--- config.mk ---
export PLATFORM = sky130hd
export DESIGN_NAME = escaner_teclado
export DESIGN_NICKNAME = d
export VERILOG_FILES = /design/src/rtl/escaner_teclado_pkg.sv /design/src/rtl/escaner_teclado_sincronizador.sv /design/src/rtl/escaner_teclado.sv
export SDC_FILE = /design/constraint.sdc
export NUM_CORES = 1
export LEC_CHECK = 0
export ABC_AREA = 1
export ABC_CLOCK_PERIOD_IN_PS = 1500
export BUFFER_PORTS_ARGS = -buffer_cell sky130_fd_sc_hd__buf_2
export CAP_MARGIN = 30
export CORE_ASPECT_RATIO = 1.2
export CORE_MARGIN = 4
export CORE_UTILIZATION = 53
export DETAILED_ROUTE_END_ITERATION = 10
export PLACE_DENSITY = 0.74
export RECOVER_POWER = 100
export SETUP_SLACK_MARGIN = 0.4
export SYNTH_ARGS = -nofsm -noshare
export SYNTH_HDL_FRONTEND = slang
export SYNTH_SLANG_ARGS = --single-unit
--- constraint.sdc ---
create_clock -name clk -period 1.5 [get_ports clk]
set_clock_uncertainty 0.1 [all_clocks]
set_input_delay 0.3 -clock clk [delete_from_list [all_inputs] [get_ports clk]]
set_output_delay 0.3 -clock clk [all_outputs]
set_load 0.02 [all_outputs]
--- src/rtl/escaner_teclado_pkg.sv ---
// Shared definitions for the keypad scanner: key codes, FSM states and the
// (row, column) to key-code map. The seven-segment converter uses the same codes.
package escaner_teclado_pkg;

   localparam logic [3:0] TECLA_0     = 4'h0;
   localparam logic [3:0] TECLA_1     = 4'h1;
   localparam logic [3:0] TECLA_2     = 4'h2;
   localparam logic [3:0] TECLA_3     = 4'h3;
   localparam logic [3:0] TECLA_4     = 4'h4;
   localparam logic [3:0] TECLA_5     = 4'h5;
   localparam logic [3:0] TECLA_6     = 4'h6;
   localparam logic [3:0] TECLA_7     = 4'h7;
   localparam logic [3:0] TECLA_8     = 4'h8;
   localparam logic [3:0] TECLA_9     = 4'h9;
   localparam logic [3:0] TECLA_MAS   = 4'hA;
   localparam logic [3:0] TECLA_MENOS = 4'hB;
   localparam logic [3:0] TECLA_POR   = 4'hC;
   localparam logic [3:0] TECLA_DIV   = 4'hD;
   localparam logic [3:0] TECLA_IGUAL = 4'hE;
   localparam logic [3:0] TECLA_NUL   = 4'hF;

   typedef enum logic [1:0] {
      EST_SCAN     = 2'd0,
      EST_DEBOUNCE = 2'd1,
      EST_PRESSED  = 2'd2,
      EST_RELEASE  = 2'd3
   } estado_t;

   function automatic logic [3:0] codigo_tecla(input logic [1:0] fila, input logic [1:0] col);
      logic [3:0] codigo;
      case ({fila, col})
         4'h0: codigo = TECLA_1;
         4'h1: codigo = TECLA_2;
         4'h2: codigo = TECLA_3;
         4'h3: codigo = TECLA_MAS;
         4'h4: codigo = TECLA_4;
         4'h5: codigo = TECLA_5;
         4'h6: codigo = TECLA_6;
         4'h7: codigo = TECLA_MENOS;
         4'h8: codigo = TECLA_7;
         4'h9: codigo = TECLA_8;
         4'hA: codigo = TECLA_9;
         4'hB: codigo = TECLA_POR;
         4'hC: codigo = TECLA_NUL;   // '*' doubles as clear
         4'hD: codigo = TECLA_0;
         4'hE: codigo = TECLA_IGUAL; // '#'
         default: codigo = TECLA_DIV;
      endcase
      return codigo;
   endfunction

   // Rows are active-low; the lowest-index low row wins.
   function automatic logic [1:0] fila_baja(input logic [3:0] filas);
      logic [1:0] idx;
      if (!filas[0])      idx = 2'd0;
      else if (!filas[1]) idx = 2'd1;
      else if (!filas[2]) idx = 2'd2;
      else                idx = 2'd3;
      return idx;
   endfunction

endpackage

--- src/rtl/escaner_teclado_sincronizador.sv ---
// Two-flop synchronizer for the asynchronous, active-low keypad rows.
// Resets to 4'hF so that no key appears pressed while the chain refills.
module sincronizador_filas (
   input  logic       clk,
   input  logic       rst,
   input  logic [3:0] filas_i,
   output logic [3:0] filas_s_o
);

   logic [3:0] meta_q;
   logic [3:0] sync_q;

   // NOTE: non-blocking assignments let both flops sample the old values,
   // giving a true two-stage chain instead of a single wire-through.
   always_ff @(posedge clk) begin
      if (rst) begin
         meta_q <= 4'hF;
         sync_q <= 4'hF;
      end else begin
         meta_q <= filas_i;
         sync_q <= meta_q;
      end
   end

   assign filas_s_o = sync_q;

endmodule

--- src/rtl/escaner_teclado.sv ---
// 4x4 matrix keypad scanner: walks one-cold columns, debounces the captured
// row on scan ticks and emits a registered key code with a one-cycle strobe.
module escaner_teclado
   import escaner_teclado_pkg::*;
#(
   parameter int SCAN_DIV     = 50000,
   parameter int DEBOUNCE_CNT = 4
) (
   input  logic       clk,
   input  logic       rst,
   input  logic [3:0] filas,
   output logic [3:0] columnas,
   output logic [3:0] tecla,
   output logic       tecla_valida,
   output logic       tecla_activa
);

   localparam int PW = (SCAN_DIV > 1) ? $clog2(SCAN_DIV) : 1;
   localparam int DW = $clog2(DEBOUNCE_CNT + 1);
   localparam logic [PW-1:0] PRESC_MAX = PW'(SCAN_DIV - 1);
   localparam logic [DW-1:0] DEB_ULT   = DW'(DEBOUNCE_CNT - 1);

   logic [3:0]    filas_s;
   logic [PW-1:0] presc_q;
   logic          tick;
   logic          cap_baja;

   estado_t       estado_q, estado_d;
   logic [1:0]    col_q, col_d;
   logic [1:0]    fila_q, fila_d;
   logic [DW-1:0] deb_q, deb_d;
   logic [3:0]    tecla_q, tecla_d;
   logic          valida_q, valida_d;
   logic          activa_q, activa_d;
   logic [3:0]    columnas_q, columnas_d;

   sincronizador_filas u_sincronizador (
      .clk       (clk),
      .rst       (rst),
      .filas_i   (filas),
      .filas_s_o (filas_s)
   );

   assign tick     = (presc_q == PRESC_MAX);
   assign cap_baja = ~filas_s[fila_q];

   // NOTE: every signal written here gets a default first, so no path leaves
   // one unassigned and no latch is inferred.
   always_comb begin
      estado_d = estado_q;
      col_d    = col_q;
      fila_d   = fila_q;
      deb_d    = deb_q;
      tecla_d  = tecla_q;
      valida_d = 1'b0;
      if (tick) begin
         unique case (estado_q)
            EST_SCAN: begin
               if (filas_s == 4'hF) begin
                  col_d = col_q + 2'd1;
               end else begin
                  fila_d   = fila_baja(filas_s);
                  deb_d    = '0;
                  estado_d = EST_DEBOUNCE;
               end
            end
            EST_DEBOUNCE: begin
               if (!cap_baja) begin
                  estado_d = EST_SCAN;
                  col_d    = col_q + 2'd1;
               end else if (deb_q >= DEB_ULT) begin
                  estado_d = EST_PRESSED;
                  tecla_d  = codigo_tecla(fila_q, col_q);
                  valida_d = 1'b1;
               end else begin
                  deb_d = deb_q + 1'b1;
               end
            end
            EST_PRESSED: begin
               // The first high tick already counts towards the release.
               if (!cap_baja) begin
                  if (DEBOUNCE_CNT <= 1) begin
                     estado_d = EST_SCAN;
                     col_d    = col_q + 2'd1;
                  end else begin
                     estado_d = EST_RELEASE;
                     deb_d    = DW'(1);
                  end
               end
            end
            EST_RELEASE: begin
               if (cap_baja) begin
                  deb_d = '0;
               end else if (deb_q >= DEB_ULT) begin
                  estado_d = EST_SCAN;
                  col_d    = col_q + 2'd1;
               end else begin
                  deb_d = deb_q + 1'b1;
               end
            end
            default: estado_d = EST_SCAN;
         endcase
      end
      activa_d   = (estado_d == EST_PRESSED) || (estado_d == EST_RELEASE);
      columnas_d = ~(4'b0001 << col_d);
   end

   always_ff @(posedge clk) begin
      if (rst) begin
         presc_q    <= '0;
         estado_q   <= EST_SCAN;
         col_q      <= 2'd0;
         fila_q     <= 2'd0;
         deb_q      <= '0;
         tecla_q    <= TECLA_NUL;
         valida_q   <= 1'b0;
         activa_q   <= 1'b0;
         columnas_q <= 4'b1110;
      end else begin
         presc_q    <= tick ? '0 : presc_q + 1'b1;
         estado_q   <= estado_d;
         col_q      <= col_d;
         fila_q     <= fila_d;
         deb_q      <= deb_d;
         tecla_q    <= tecla_d;
         valida_q   <= valida_d;
         activa_q   <= activa_d;
         columnas_q <= columnas_d;
      end
   end

   assign columnas     = columnas_q;
   assign tecla        = tecla_q;
   assign tecla_valida = valida_q;
   assign tecla_activa = activa_q;

endmodule

==> results.md, run 1 <==
* Horizontal die dimension at roughly 66 um
* Register share of total power at about 57%
* Part of the power in combinational logic at ~6.3%
* Post-detailed-placement half-perimeter wirelength at about 3500 um
* Post-route design area at 0.00332 mm2
* Headroom to the max-slew limit at between 50% and 60%
* CTS Buffer Depth at 2
* Die H at 77.5 um
* Warnings, synthesis at 0
* TritonCTS clock tree: done
* Number of antenna violations at the first check in global routing at 0
* Synthesized instance count at just under 300
* Gp weighted congestion at roughly 0.87
* Peak supply drop at 0.414 mV
* Overall via count from detail_route at around 2,300
* Number of flip-flops and latches in the synthesized netlist at 43
* Number of enable-type register cells in the synthesized netlist at 0
* Kind of critical path: register to register
* Overall routing resource usage at between 20% and 30%
* Power Internal at 0.00154 W
* Standard-cell rows at 25
* Number of distinct library cells after synthesis at 37
* P per Cell Area at approximately 620 mW/mm2
* IO Count at 16
* Post-place instance area at 0.00273 mm2
* Top area cells in the synthesized netlist: sky130_fd_sc_hd__dfxtp_1 40%, sky130_fd_sc_hd__nand2_1 11%, sky130_fd_sc_hd__nor2_1 5.8%
* Effective utilization at floorplan at a little over half
* F_max at between 500 and 600 MHz
* Type of the tightest min-delay check: primary input to register
* Number of iterations in the first detailed-routing pass at 5
* Final net count at a little under 400
* RSZ-0062 raised after global routing: yes
* NetSw at between 0.0005 and 0.0006 W
* Clock H-tree levels at 2
* Clock latency reported for the late side of the worst-skew pair at ~0.31 ns
* Synthesis-to-layout area growth at 55.6%
* Count of endpoints failing hold in the final timing report at 0
* Transition time at the pin with the least slew margin at 0.706 ns
* Period Utilization, post-route at 117%
* Kind of end point of the critical path: register
* Count of input and output buffers at 15
* Fraction of final layout cells with drive strength greater than 1 at 51.6%
* Failing checks: setup timing
* Violation count after the first detailed-routing iteration at approximately 230
* Minimum period implied by the final worst setup slack at 1.76 ns
* Fin worst setup slack at -0.256 ns
* Pin count of the biggest net entering global routing at 16
* Die Footprint at ~0.005 mm2
* Worst Setup Start Kind: register
* Number of antenna-violating nets in the routed design at 0
* Antenna Diode Count at 0
* CTS Hold Bufs at 0
* Seq/Total Area, Yosys at between 40% and 50%
* Total length of routed wires at roughly 6800 um
* CORE AREA at roughly 0.004 mm2
* Hold Worst Slack at ~0.074 ns
* Total CTS buffers at 5
* Net switching fraction of the power at 25.0%
* Yosys top cell by area: sky130_fd_sc_hd__dfxtp_1
* Clock-pin slew on the worst setup and hold paths at around 0.080 ns
* Mean instance size in the synthesized netlist at approximately 7.4 um2
* Total standard cell area after synthesis at 0.00213 mm2
* Clock root buffer: sky130_fd_sc_hd__clkbuf_8
* Count of final setup violators at 34
* Max-Cap Viols at 0
* Residual DRC at 0
* Post-Syn Nets at about 300
* Status: finished, violations left
* Number of global-route vias before repair at 2,160
* Wirelength per Cell at roughly 16 um
* Data arrival time at the worst-slack endpoint at around 1.9 ns
* TritonCTS sink count at 43
* Primary FF master, synth: sky130_fd_sc_hd__dfxtp_1
* Async S/R FF share, synth at 0%
* Leading cell types by count after synthesis: 63 x sky130_fd_sc_hd__nand2_1, 43 x sky130_fd_sc_hd__dfxtp_1, 33 x sky130_fd_sc_hd__nor2_1
* Slew Viols, Final at 0
* Share of the synthesized area in the top cell type at 40.3%
* Data required time of the critical path at roughly 1.6 ns
* Global-route wire length before repair at 9340 um
* Maximum fanout along the worst path at 4
* Clock share of power at 36.7%
* Residual overflow from global routing at 0
* Most numerous cell in the Yosys netlist: sky130_fd_sc_hd__nand2_1
* Vias per inst at between 5 and 6
* Pleak at 1.45 nW
* Setup TNS at -4.50 ns
[state kept, by name (all words and copies together) (netlist names), 3 cells and up]
name and count:
u_sincronizador.meta_q 4, presc_q 16, u_sincronizador.filas_s_o 4, deb_q 3, tecla 4, columnas 4
[repair_timing]
action / in CTS / in global routing
endpoints found under the hold margin: 0 / 0
resized for setup: 53 / 42
pin swaps: 15 / 23
setup buffers: 11 / 10
endpoints found under the setup margin: 45 / 45
[power by group through the flow]
stage	clock, W	combinational, W	sequential [W]
4_1_cts	0.000745	0.000106	0.00117
3_3_place_gp	0	0.0000970	0.00120
2_1_floorplan	0	0.0000594	0.00119
3_5_place_dp	0	0.0000987	0.00120
5_1_grt	0.000795	0.000142	0.00117
6_report	0.000754	0.000130	0.00117
[cell type report]
class	instances	area, um2
clock inverters	2	12.5
inverters	37	141
multi-input cells	205	1470
clock buffers	6	72.6
repair buffers	79	677
flip-flops and latches	43	881
fillers	208	588
well taps	54	67.6
[per-stage QoR]
step	setup WS, ns	util, %	cells	total power [W]
6_report	-0.256	85.0	426	0.00206
5_1_grt	-0.361	85.0	426	0.00211
4_1_cts	-0.134	78.8	416	0.00202
3_5_place_dp	-0.177	69.8	397	0.00129
3_3_place_gp	-0.152	69.8	397	0.00129
2_1_floorplan	-0.0493	-	289	0.00125
[cell usage in the layout, fill, tap and decap left out, types with 4 or more instances in the layout]
| master | Yosys | layout |
|---|---|---|
| sky130_fd_sc_hd__nand2_1 | 63 | 52 |
| sky130_fd_sc_hd__buf_4 | 2 | 51 |
| sky130_fd_sc_hd__dfxtp_1 | 43 | 27 |
| sky130_fd_sc_hd__inv_1 | 29 | 26 |
| sky130_fd_sc_hd__nor2_1 | 33 | 24 |
| sky130_fd_sc_hd__buf_6 | 0 | 20 |
| sky130_fd_sc_hd__dfxtp_2 | 0 | 16 |
| sky130_fd_sc_hd__nand3_1 | 21 | 13 |
| sky130_fd_sc_hd__nor2_4 | 1 | 11 |
| sky130_fd_sc_hd__inv_2 | 8 | 10 |
| sky130_fd_sc_hd__nand2_2 | 4 | 10 |
| sky130_fd_sc_hd__nand3_2 | 5 | 9 |
| sky130_fd_sc_hd__or2_2 | 8 | 8 |
| sky130_fd_sc_hd__a21oi_2 | 1 | 8 |
| sky130_fd_sc_hd__o21ai_0 | 10 | 6 |
| sky130_fd_sc_hd__nand2_4 | 1 | 5 |
| sky130_fd_sc_hd__nor2_2 | 6 | 5 |
| sky130_fd_sc_hd__ha_1 | 8 | 5 |
| sky130_fd_sc_hd__clkbuf_8 | 0 | 5 |
| sky130_fd_sc_hd__buf_2 | 1 | 5 |
| sky130_fd_sc_hd__nand3_4 | 0 | 4 |
| sky130_fd_sc_hd__a21oi_1 | 12 | 4 |
[cells by family after synthesis]
kind of cell	Yosys count	share of synthesized area, %
simple gates	156	35.0
flops	43	40.3
buf+inv	41	7.62
compound gates	37	10.7
fa+ha+maj	8	4.69
xor+xnor	4	1.64
[worst max-delay path: stages, from the launching register on]
cell	delay [ns]
sky130_fd_sc_hd__dfxtp_2	0.34
sky130_fd_sc_hd__ha_4	0.16
sky130_fd_sc_hd__ha_4	0.16
sky130_fd_sc_hd__nor2_4	0.16
sky130_fd_sc_hd__a21oi_4	0.09
sky130_fd_sc_hd__nand3_2	0.10
sky130_fd_sc_hd__nand3_2	0.12
sky130_fd_sc_hd__nand2_1	0.09
sky130_fd_sc_hd__nand2_1	0.06
sky130_fd_sc_hd__nand2_1	0.07
sky130_fd_sc_hd__nand2_2	0.08
sky130_fd_sc_hd__inv_1	0.07
sky130_fd_sc_hd__nand2_1	0.06
[per-layer routing]
layer | routed length (um) | GRT usage, % | vias to the layer above
met3 | 359 | 4.92 | 49
met2 | 3380 | 40.9 | 103
met1 | 2660 | 25.2 | 1085
met5 | 0 | 0 | -
met4 | 354 | 11.8 | 0
li1 | - | - | 1094
[path summary, 6_finish.rpt]
kind	start	endpoint	cells past startpoint	slack [ns]
hold reg to reg	u_sincronizador.meta_q[1]	u_sincronizador.filas_s_o[1]	1	0.32
hold / removal	filas[0]	u_sincronizador.meta_q[0]	2	0.07
setup / recovery	deb_q[0]	columnas[1]	12	-0.26
setup reg to reg	deb_q[0]	columnas[1]	12	-0.26
No activity file was read; power rests on OpenSTA's default activity.
==> inputs of run 2 (changes only) <==
--- a/config.mk
+++ b/config.mk
@@ -6,14 +6,14 @@
 export NUM_CORES = 1
 export LEC_CHECK = 0
 export ABC_AREA = 1
-export ABC_CLOCK_PERIOD_IN_PS = 1500
+export ABC_CLOCK_PERIOD_IN_PS = 1900
 export BUFFER_PORTS_ARGS = -buffer_cell sky130_fd_sc_hd__buf_2
 export CAP_MARGIN = 30
 export CORE_ASPECT_RATIO = 1.2
 export CORE_MARGIN = 4
-export CORE_UTILIZATION = 53
+export CORE_UTILIZATION = 59
 export DETAILED_ROUTE_END_ITERATION = 10
-export PLACE_DENSITY = 0.74
+export PLACE_DENSITY = 0.78
 export RECOVER_POWER = 100
 export SETUP_SLACK_MARGIN = 0.4
 export SYNTH_ARGS = -nofsm -noshare
==> constraint.sdc (replaced) <==
create_clock -name clk -period 1.9 [get_ports clk]
set_clock_uncertainty 0.1 [all_clocks]
set_input_delay 0.38 -clock clk [delete_from_list [all_inputs] [get_ports clk]]
set_output_delay 0.38 -clock clk [all_outputs]
set_load 0.02 [all_outputs]
==> run 2 against run 1 <==
Against the previous run: the flow now finishes without violations; register-to-register slack better by 0.34 ns; critical endpoint is now fila_q[1]; critical path depth down 5; core utilization down 1.8 points; sequential cell count unchanged; maximum frequency down 3.2%; clock power down 23%; die area down 9.0%; via count down 7.7%; worst setup slack better by 0.34 ns; final cell count down 12%; power down 23%; non-clock buffer count down 34.
==> results.md, run 2 (synthesis results as in run 1) <==
* Top register by number of flip-flops: presc_q (unchanged)
* Slowest cell on the critical path: sky130_fd_sc_hd__dfxtp_1 (was sky130_fd_sc_hd__dfxtp_2)
* Gp weighted congestion at 0.866 (was 0.865)
* Effective utilization at floorplan at 62.3% (was 54.6%)
* Worst Setup Start Kind: register (unchanged)
* Horizontal die dimension at 62.9 um (was 65.9 um)
* Transition time at the pin with the least slew margin at 0.707 ns (was 0.706 ns)
* Family with the most delay on the worst path: simple AND/OR/NAND/NOR gates (unchanged)
* Setup WS pre-CTS at 0.159 ns (was -0.177 ns)
* Routed met3 length at 304 um (was 359 um)
* Standard-cell rows at 23 (was 25)
* Buffering stage count on the worst path with inverters included at 1 (unchanged)
* Clock H-tree levels at 2 (unchanged)
* Fin worst setup slack at 0.0870 ns (was -0.256 ns)
* Post-route design area at 0.00285 mm2 (was 0.00332 mm2)
* TritonCTS clock tree: done (unchanged)
* RSZ-0062 raised after global routing: yes (unchanged)
* Data arrival time at the worst-slack endpoint at 1.87 ns (was 1.86 ns)
* Critical Path, Cell by Cell: nor2_1 -> nand2_1 -> nor2_1 -> nand3_4 -> nor2_1 -> buf_4 -> a211oi_1 (was ha_4 -> ha_4 -> nor2_4 -> a21oi_4 -> nand3_2 -> nand3_2 -> nand2_1 -> nand2_1 -> nand2_1 -> nand2_2 -> inv_1 -> nand2_1)
* CORE AREA at 0.00342 mm2 (was 0.00391 mm2)
* Most common library cell in the layout ignoring fill and taps: sky130_fd_sc_hd__nand2_1 (unchanged)
* Number of cells on the worst hold path at 2 (unchanged)
* Largest incremental delay on the critical path at 0.40 ns (was 0.34 ns)
* Residual DRC at 0 (unchanged)
* Depth of the most critical reg-to-reg path at 7 (was 12)
* Startpoint of the worst register-to-register path: presc_q[5] (was deb_q[0])
* Die H at 73.9 um (was 77.5 um)
* P per Cell Area at 557 mW/mm2 (was 619 mW/mm2)
* Total CTS buffers at 5 (unchanged)
* Post-place instance area at 0.00230 mm2 (was 0.00273 mm2)
* Wirelength per Cell at 16.0 um (was 15.9 um)
* Pleak at 1.24 nW (was 1.45 nW)
* Max-Cap Viols at 0 (unchanged)
* Cell occurring most often along the worst timing path: sky130_fd_sc_hd__nor2_1 (was sky130_fd_sc_hd__nand2_1)
* TritonCTS sink count at 43 (unchanged)
* Fraction of final layout cells with drive strength greater than 1 at 35.8% (was 51.6%)
* Residual overflow from global routing at 0 (unchanged)
* Uppermost layer routed: met4 (unchanged)
* Startpoint of the lowest-slack hold path: filas[3] (was filas[0])
* Number of global-route vias before repair at 1,914 (was 2,160)
* Register-to-Register Setup Slack at 0.09 ns (was -0.26 ns)
* Number of iterations in the first detailed-routing pass at 4 (was 5)
* Period Utilization, post-route at 95.4% (was 117%)
* Status: finished, final reports clean (was finished, violations left)
* Die Footprint at 0.00465 mm2 (was 0.00511 mm2)
* Kind of end point of the critical path: register (unchanged)
* Hold Worst Slack at 0.156 ns (was 0.0739 ns)
* Number of antenna-violating nets in the routed design at 0 (unchanged)
* Peak supply drop at 0.603 mV (was 0.414 mV)
* Leading cell types in the layout, fill and taps excluded: 54 x sky130_fd_sc_hd__nand2_1, 33 x sky130_fd_sc_hd__dfxtp_1, 28 x sky130_fd_sc_hd__inv_1, 26 x sky130_fd_sc_hd__nor2_1, 21 x sky130_fd_sc_hd__buf_4 (was 52 x sky130_fd_sc_hd__nand2_1, 51 x sky130_fd_sc_hd__buf_4, 27 x sky130_fd_sc_hd__dfxtp_1, 26 x sky130_fd_sc_hd__inv_1, 24 x sky130_fd_sc_hd__nor2_1)
* Minimum period implied by the final worst setup slack at 1.81 ns (was 1.76 ns)
* Count of final setup violators at 0 (was 34)
* Post-detailed-placement half-perimeter wirelength at 3180 um (was 3470 um)
* Type of the tightest min-delay check: primary input to register (unchanged)
* Clock root buffer: sky130_fd_sc_hd__clkbuf_8 (unchanged)
* Final core utilization at 83.2% (was 85.0%)
* Pin count of the biggest net entering global routing at 16 (unchanged)
* Largest register FFs at 16 (unchanged)
* Clock latency reported for the late side of the worst-skew pair at 0.31 ns (about the same)
* F_max at 552 MHz (was 570 MHz)
* M1 wire length at 2170 um (was 2660 um)
* CTS Buffer Depth at 2 (unchanged)
* Overall routing resource usage at 21.9% (was 23.1%)
* Headroom to the max-slew limit at 52.9% (about the same)
* Count of endpoints failing hold in the final timing report at 0 (unchanged)
* Clock-pin slew on the worst setup and hold paths at 0.08 ns (about the same)
* Endpoint of the worst register-to-register path: fila_q[1] (was columnas[1])
* Number of antenna violations at the first check in global routing at 0 (unchanged)
* Total length of routed wires at 6000 um (was 6760 um)
* Antenna Diode Count at 0 (unchanged)
* Final net count at 351 (was 385)
* Data required time of the critical path at 1.96 ns (was 1.60 ns)
* Endpoint with the worst hold slack: u_sincronizador.meta_q[3] (was u_sincronizador.meta_q[0])
* Kind of critical path: register to register (unchanged)
* Count of input and output buffers at 15 (unchanged)
* Slew Viols, Final at 0 (unchanged)
* Vias per inst at 5.74 (was 5.47)
* CTS Hold Bufs at 0 (unchanged)
* Maximum fanout along the worst path at 5 (was 4)
* Overall via count from detail_route at 2,151 (was 2,331)
* IO Count at 16 (unchanged)
* Violation count after the first detailed-routing iteration at 131 (was 234)
* Synthesis-to-layout area growth at 33.4% (was 55.6%)
* Global-route wire length before repair at 8000 um (was 9340 um)
* Met2 wirelength from detailed routing at 3150 um (was 3380 um)
[run 2: per-stage QoR]
step | total power, W | setup TNS, ns | instances
after floorplan | 0.000980 | 0 | 289
after global placement | 0.000999 | 0 | 341
after detailed placement | 0.00100 | 0 | 341
after CTS | 0.00158 | 0 | 365
after global routing | 0.00164 | -0.305 | 375
final | 0.00159 | 0 | 375
[run 2: where the power goes]
part           internal (W)  switching (W)  leakage, nW   total, W
sequential         0.000911     0.00000993        0.355   0.000921
clock              0.000256       0.000328       0.0402   0.000584
combinational     0.0000333      0.0000488        0.845  0.0000821
[run 2: timing repair]
action,in CTS,in global routing
pin swaps,14,16
buffers inserted,16,10
endpoints found under the setup margin,34,33
resized for setup,35,41
[run 2: final cells by class]
class / instances / area, um2
multi-input cells: 205 / 1380
flip-flops and latches: 43 / 881
fillers: 221 / 577
repair buffers: 45 / 308
inverters: 37 / 144
clock buffers: 5 / 68.8
well taps: 37 / 46.3
clock inverters: 3 / 20.0
[run 2: how the worst max path moves through the flow]
| stage | depth (start not counted) | slack [ns] | endpoint | from |
|---|---|---|---|---|
| after floorplan | 12 | 0.35 | columnas[0] | deb_q[0] |
| after global placement | 12 | 0.21 | columnas[0] | presc_q[0] |
| after detailed placement | 12 | 0.16 | columnas[0] | presc_q[0] |
| after CTS | 12 | 0.21 | columnas[0] | presc_q[1] |
| after global routing | 7 | -0.08 | fila_q[1] | presc_q[5] |
| final | 7 | 0.09 | fila_q[1] | presc_q[5] |
[run 2: per-layer routing]
layer,GRT usage (%),up-vias
met3,5.35,40
met1,22.5,993
met2,41.3,86
met5,0,-
li1,-,1032
met4,11.0,0
==> inputs of run 3 (changes only) <==
--- a/config.mk
+++ b/config.mk
@@ -6,14 +6,16 @@
 export NUM_CORES = 1
 export LEC_CHECK = 0
 export ABC_AREA = 1
-export ABC_CLOCK_PERIOD_IN_PS = 1900
+export ABC_CLOCK_PERIOD_IN_PS = 1670
 export BUFFER_PORTS_ARGS = -buffer_cell sky130_fd_sc_hd__buf_2
 export CAP_MARGIN = 30
+export CELL_PAD_IN_SITES_DETAIL_PLACEMENT = 1
+export CELL_PAD_IN_SITES_GLOBAL_PLACEMENT = 1
 export CORE_ASPECT_RATIO = 1.2
 export CORE_MARGIN = 4
-export CORE_UTILIZATION = 59
+export CORE_UTILIZATION = 43
 export DETAILED_ROUTE_END_ITERATION = 10
-export PLACE_DENSITY = 0.78
+export PLACE_DENSITY_LB_ADDON = 0.1
 export RECOVER_POWER = 100
 export SETUP_SLACK_MARGIN = 0.4
 export SYNTH_ARGS = -nofsm -noshare
==> constraint.sdc (replaced) <==
create_clock -name clk -period 1.67 [get_ports clk]
set_clock_uncertainty 0.1 [all_clocks]
set_input_delay 0.334 -clock clk [delete_from_list [all_inputs] [get_ports clk]]
set_output_delay 0.334 -clock clk [all_outputs]
set_load 0.02 [all_outputs]
==> run 3 against run 2 <==
Against the previous run: the flow now finishes with violations (setup timing); non-clock buffer count grew 3; worst setup slack lost 0.24 ns; register-to-register slack lost 0.24 ns; first-iteration DRC count shrank 39%; design area grew 6.9%; sequential share of layout area shrank 2.0 points; sequential cell count is the same; clock power grew 13%; worst hold slack lost 0.037 ns; core utilization shrank 18 points; power grew 15%; critical path type unchanged.
==> results.md, run 3 (synthesis results as in run 1) <==
* Most common library cell in the layout ignoring fill and taps: sky130_fd_sc_hd__nand2_1 (unchanged)
* Setup WS pre-CTS at -0.0495 ns (was 0.159 ns)
* Status: finished, violations left (was finished, final reports clean)
* Residual overflow from global routing at 0 (unchanged)
* Maximum fanout along the worst path at 5 (unchanged)
* Post-place instance area at 0.00250 mm2 (was 0.00230 mm2)
* Final core utilization at 64.9% (was 83.2%)
* Minimum period implied by the final worst setup slack at 1.82 ns (was 1.81 ns)
* Fin worst setup slack at -0.149 ns (was 0.0870 ns)
* Kind of critical path: register to register (unchanged)
* P per Cell Area at 599 mW/mm2 (was 557 mW/mm2)
* Vias per inst at 5.38 (was 5.74)
* Leading cell types in the layout, fill and taps excluded: 49 x sky130_fd_sc_hd__nand2_1, 34 x sky130_fd_sc_hd__dfxtp_1, 28 x sky130_fd_sc_hd__buf_4, 26 x sky130_fd_sc_hd__inv_1, 26 x sky130_fd_sc_hd__nor2_1 (was 54 x sky130_fd_sc_hd__nand2_1, 33 x sky130_fd_sc_hd__dfxtp_1, 28 x sky130_fd_sc_hd__inv_1, 26 x sky130_fd_sc_hd__nor2_1, 21 x sky130_fd_sc_hd__buf_4)
* CTS Hold Bufs at 0 (unchanged)
* Setup TNS at -0.604 ns (was 0 ns)
* Period Utilization, post-route at 109% (was 95.4%)
* Wirelength per Cell at 17.7 um (was 16.0 um)
* Effective utilization at floorplan at 45.5% (was 62.3%)
* Type of the tightest min-delay check: primary input to register (unchanged)
* Synthesis-to-layout area growth at 42.7% (was 33.4%)
* TritonCTS clock tree: done (unchanged)
* Gp weighted congestion at 0.807 (was 0.866)
* Violation count after the first detailed-routing iteration at 80 (was 131)
* Horizontal die dimension at 72.3 um (was 62.9 um)
* Post-Layout Cell Count at 399 (was 375)
* Data required time of the critical path at 1.77 ns (was 1.96 ns)
* Headroom to the max-slew limit at 70.5% (was 52.9%)
* Clock root buffer: sky130_fd_sc_hd__clkbuf_8 (unchanged)
* IO Count at 16 (unchanged)
* Residual DRC at 0 (unchanged)
* Data arrival time at the worst-slack endpoint at 1.91 ns (was 1.87 ns)
* Number of antenna-violating nets in the routed design at 0 (unchanged)
* Final net count at 354 (was 351)
* Overall routing resource usage at 24.2% (was 21.9%)
* Overall via count from detail_route at 2,148 (was 2,151)
* Post-route design area at 0.00305 mm2 (was 0.00285 mm2)
* Clock latency reported for the late side of the worst-skew pair at 0.30 ns (was 0.31 ns)
* Max-Cap Viols at 0 (unchanged)
* Failing checks: setup timing
* TritonCTS sink count at 43 (unchanged)
* Total length of routed wires at 7060 um (was 6000 um)
* Fraction of final layout cells with drive strength greater than 1 at 45.7% (was 35.8%)
* Count of input and output buffers at 15 (unchanged)
* Kind of end point of the critical path: register (unchanged)
* Worst Setup Start Kind: register (unchanged)
* Top register by number of flip-flops: presc_q (unchanged)
* Number of antenna violations at the first check in global routing at 0 (unchanged)
* Transition time at the pin with the least slew margin at 0.438 ns (was 0.707 ns)
* Global-route wire length before repair at 11,600 um (was 8000 um)
* Standard-cell rows at 27 (was 23)
* Number of global-route vias before repair at 2,369 (was 1,914)
* Number of iterations in the first detailed-routing pass at 4 (unchanged)
* Total CTS buffers at 5 (unchanged)
* Largest register FFs at 16 (unchanged)
* Clock H-tree levels at 2 (unchanged)
* Post-detailed-placement half-perimeter wirelength at 3960 um (was 3180 um)
* Pin count of the biggest net entering global routing at 17 (was 16)
* Count of final setup violators at 15 (was 0)
* Die Footprint at 0.00616 mm2 (was 0.00465 mm2)
* Peak supply drop at 0.415 mV (was 0.603 mV)
* RSZ-0062 raised after global routing: yes (unchanged)
* Antenna Diode Count at 0 (unchanged)
* CORE AREA at 0.00470 mm2 (was 0.00342 mm2)
* Slew Viols, Final at 0 (unchanged)
* Clock-pin slew on the worst setup and hold paths at 0.08 ns (about the same)
* Die H at 85.2 um (was 73.9 um)
* F_max at 550 MHz (was 552 MHz)
* Post-placement cell count at 371 (was 341)
* Pleak at 1.32 nW (was 1.24 nW)
* CTS Buffer Depth at 2 (unchanged)
* Count of endpoints failing hold in the final timing report at 0 (unchanged)
-- run 3: cell count changes in the layout (fill, tap and decap cells not counted), sizes merged --
cell      before  now
clkbuf        19    6
clkinvlp       2    1
buf           31   48
-- run 3: power breakdown --
part,internal [W],switching [W],total [W]
logic,0.0000501,0.0000681,0.000118
clock network,0.000293,0.000366,0.000659
registers,0.00104,0.00000990,0.00105
total,0.00138,0.000444,0.00182
-- run 3: final cells by class --
type / instances / area [um2]
Timing Repair Buffer: 48 / 397
Clock buffer: 6 / 72.6
Tap cell: 58 / 72.6
Multi-Input combinational cell: 205 / 1470
Inverter: 37 / 144
Fill cell: 547 / 1650
Clock inverter: 2 / 12.5
Sequential cell: 43 / 880
-- run 3: worst paths after layout --
kind,slack [ns],endpoint,cells after the start,startpoint
worst max register to register,-0.15,fila_q[1],11,presc_q[1]
worst min register to register,0.32,u_sincronizador.filas_s_o[3],1,u_sincronizador.meta_q[3]
worst max-delay path,-0.15,fila_q[1],11,presc_q[1]
worst min-delay path,0.12,u_sincronizador.meta_q[0],2,filas[0]
-- run 3: routing by layer --
layer	share of wire, %	up-vias	GRT usage (%)
met5	0	-	0
met3	3.4	26	4.50
met2	53	56	43.3
met1	40	1034	26.9
met4	3.7	0	11.3
li1	-	1032	-
-- run 3: stage by stage --
step	hold slack (ns)	total power [W]
5_1_grt	0.109	0.00191
2_1_floorplan	0.289	0.00113
3_5_place_dp	0.299	0.00116
3_3_place_gp	0.291	0.00115
4_1_cts	0.115	0.00183
6_report	0.119	0.00182
-- run 3: what timing repair did --
item	4_1_cts	5_1_grt
endpoints found under the setup margin	35	37
pin swaps	20	15
gates cloned	1	0
resized for setup	56	17
buffers inserted	17	2
-- run 3: worst max-delay path, stage by stage (launching register included) --
cell and delay (ns):
sky130_fd_sc_hd__dfxtp_4 0.37, sky130_fd_sc_hd__ha_4 0.13, sky130_fd_sc_hd__nand2_2 0.04, sky130_fd_sc_hd__inv_2 0.08
sky130_fd_sc_hd__nand2_4 0.07, sky130_fd_sc_hd__nor2_4 0.11, sky130_fd_sc_hd__buf_4 0.14, sky130_fd_sc_hd__nand3_4 0.10
sky130_fd_sc_hd__buf_12 0.16, sky130_fd_sc_hd__nor2_4 0.13, sky130_fd_sc_hd__nor2_1 0.07, sky130_fd_sc_hd__a211oi_1 0.22
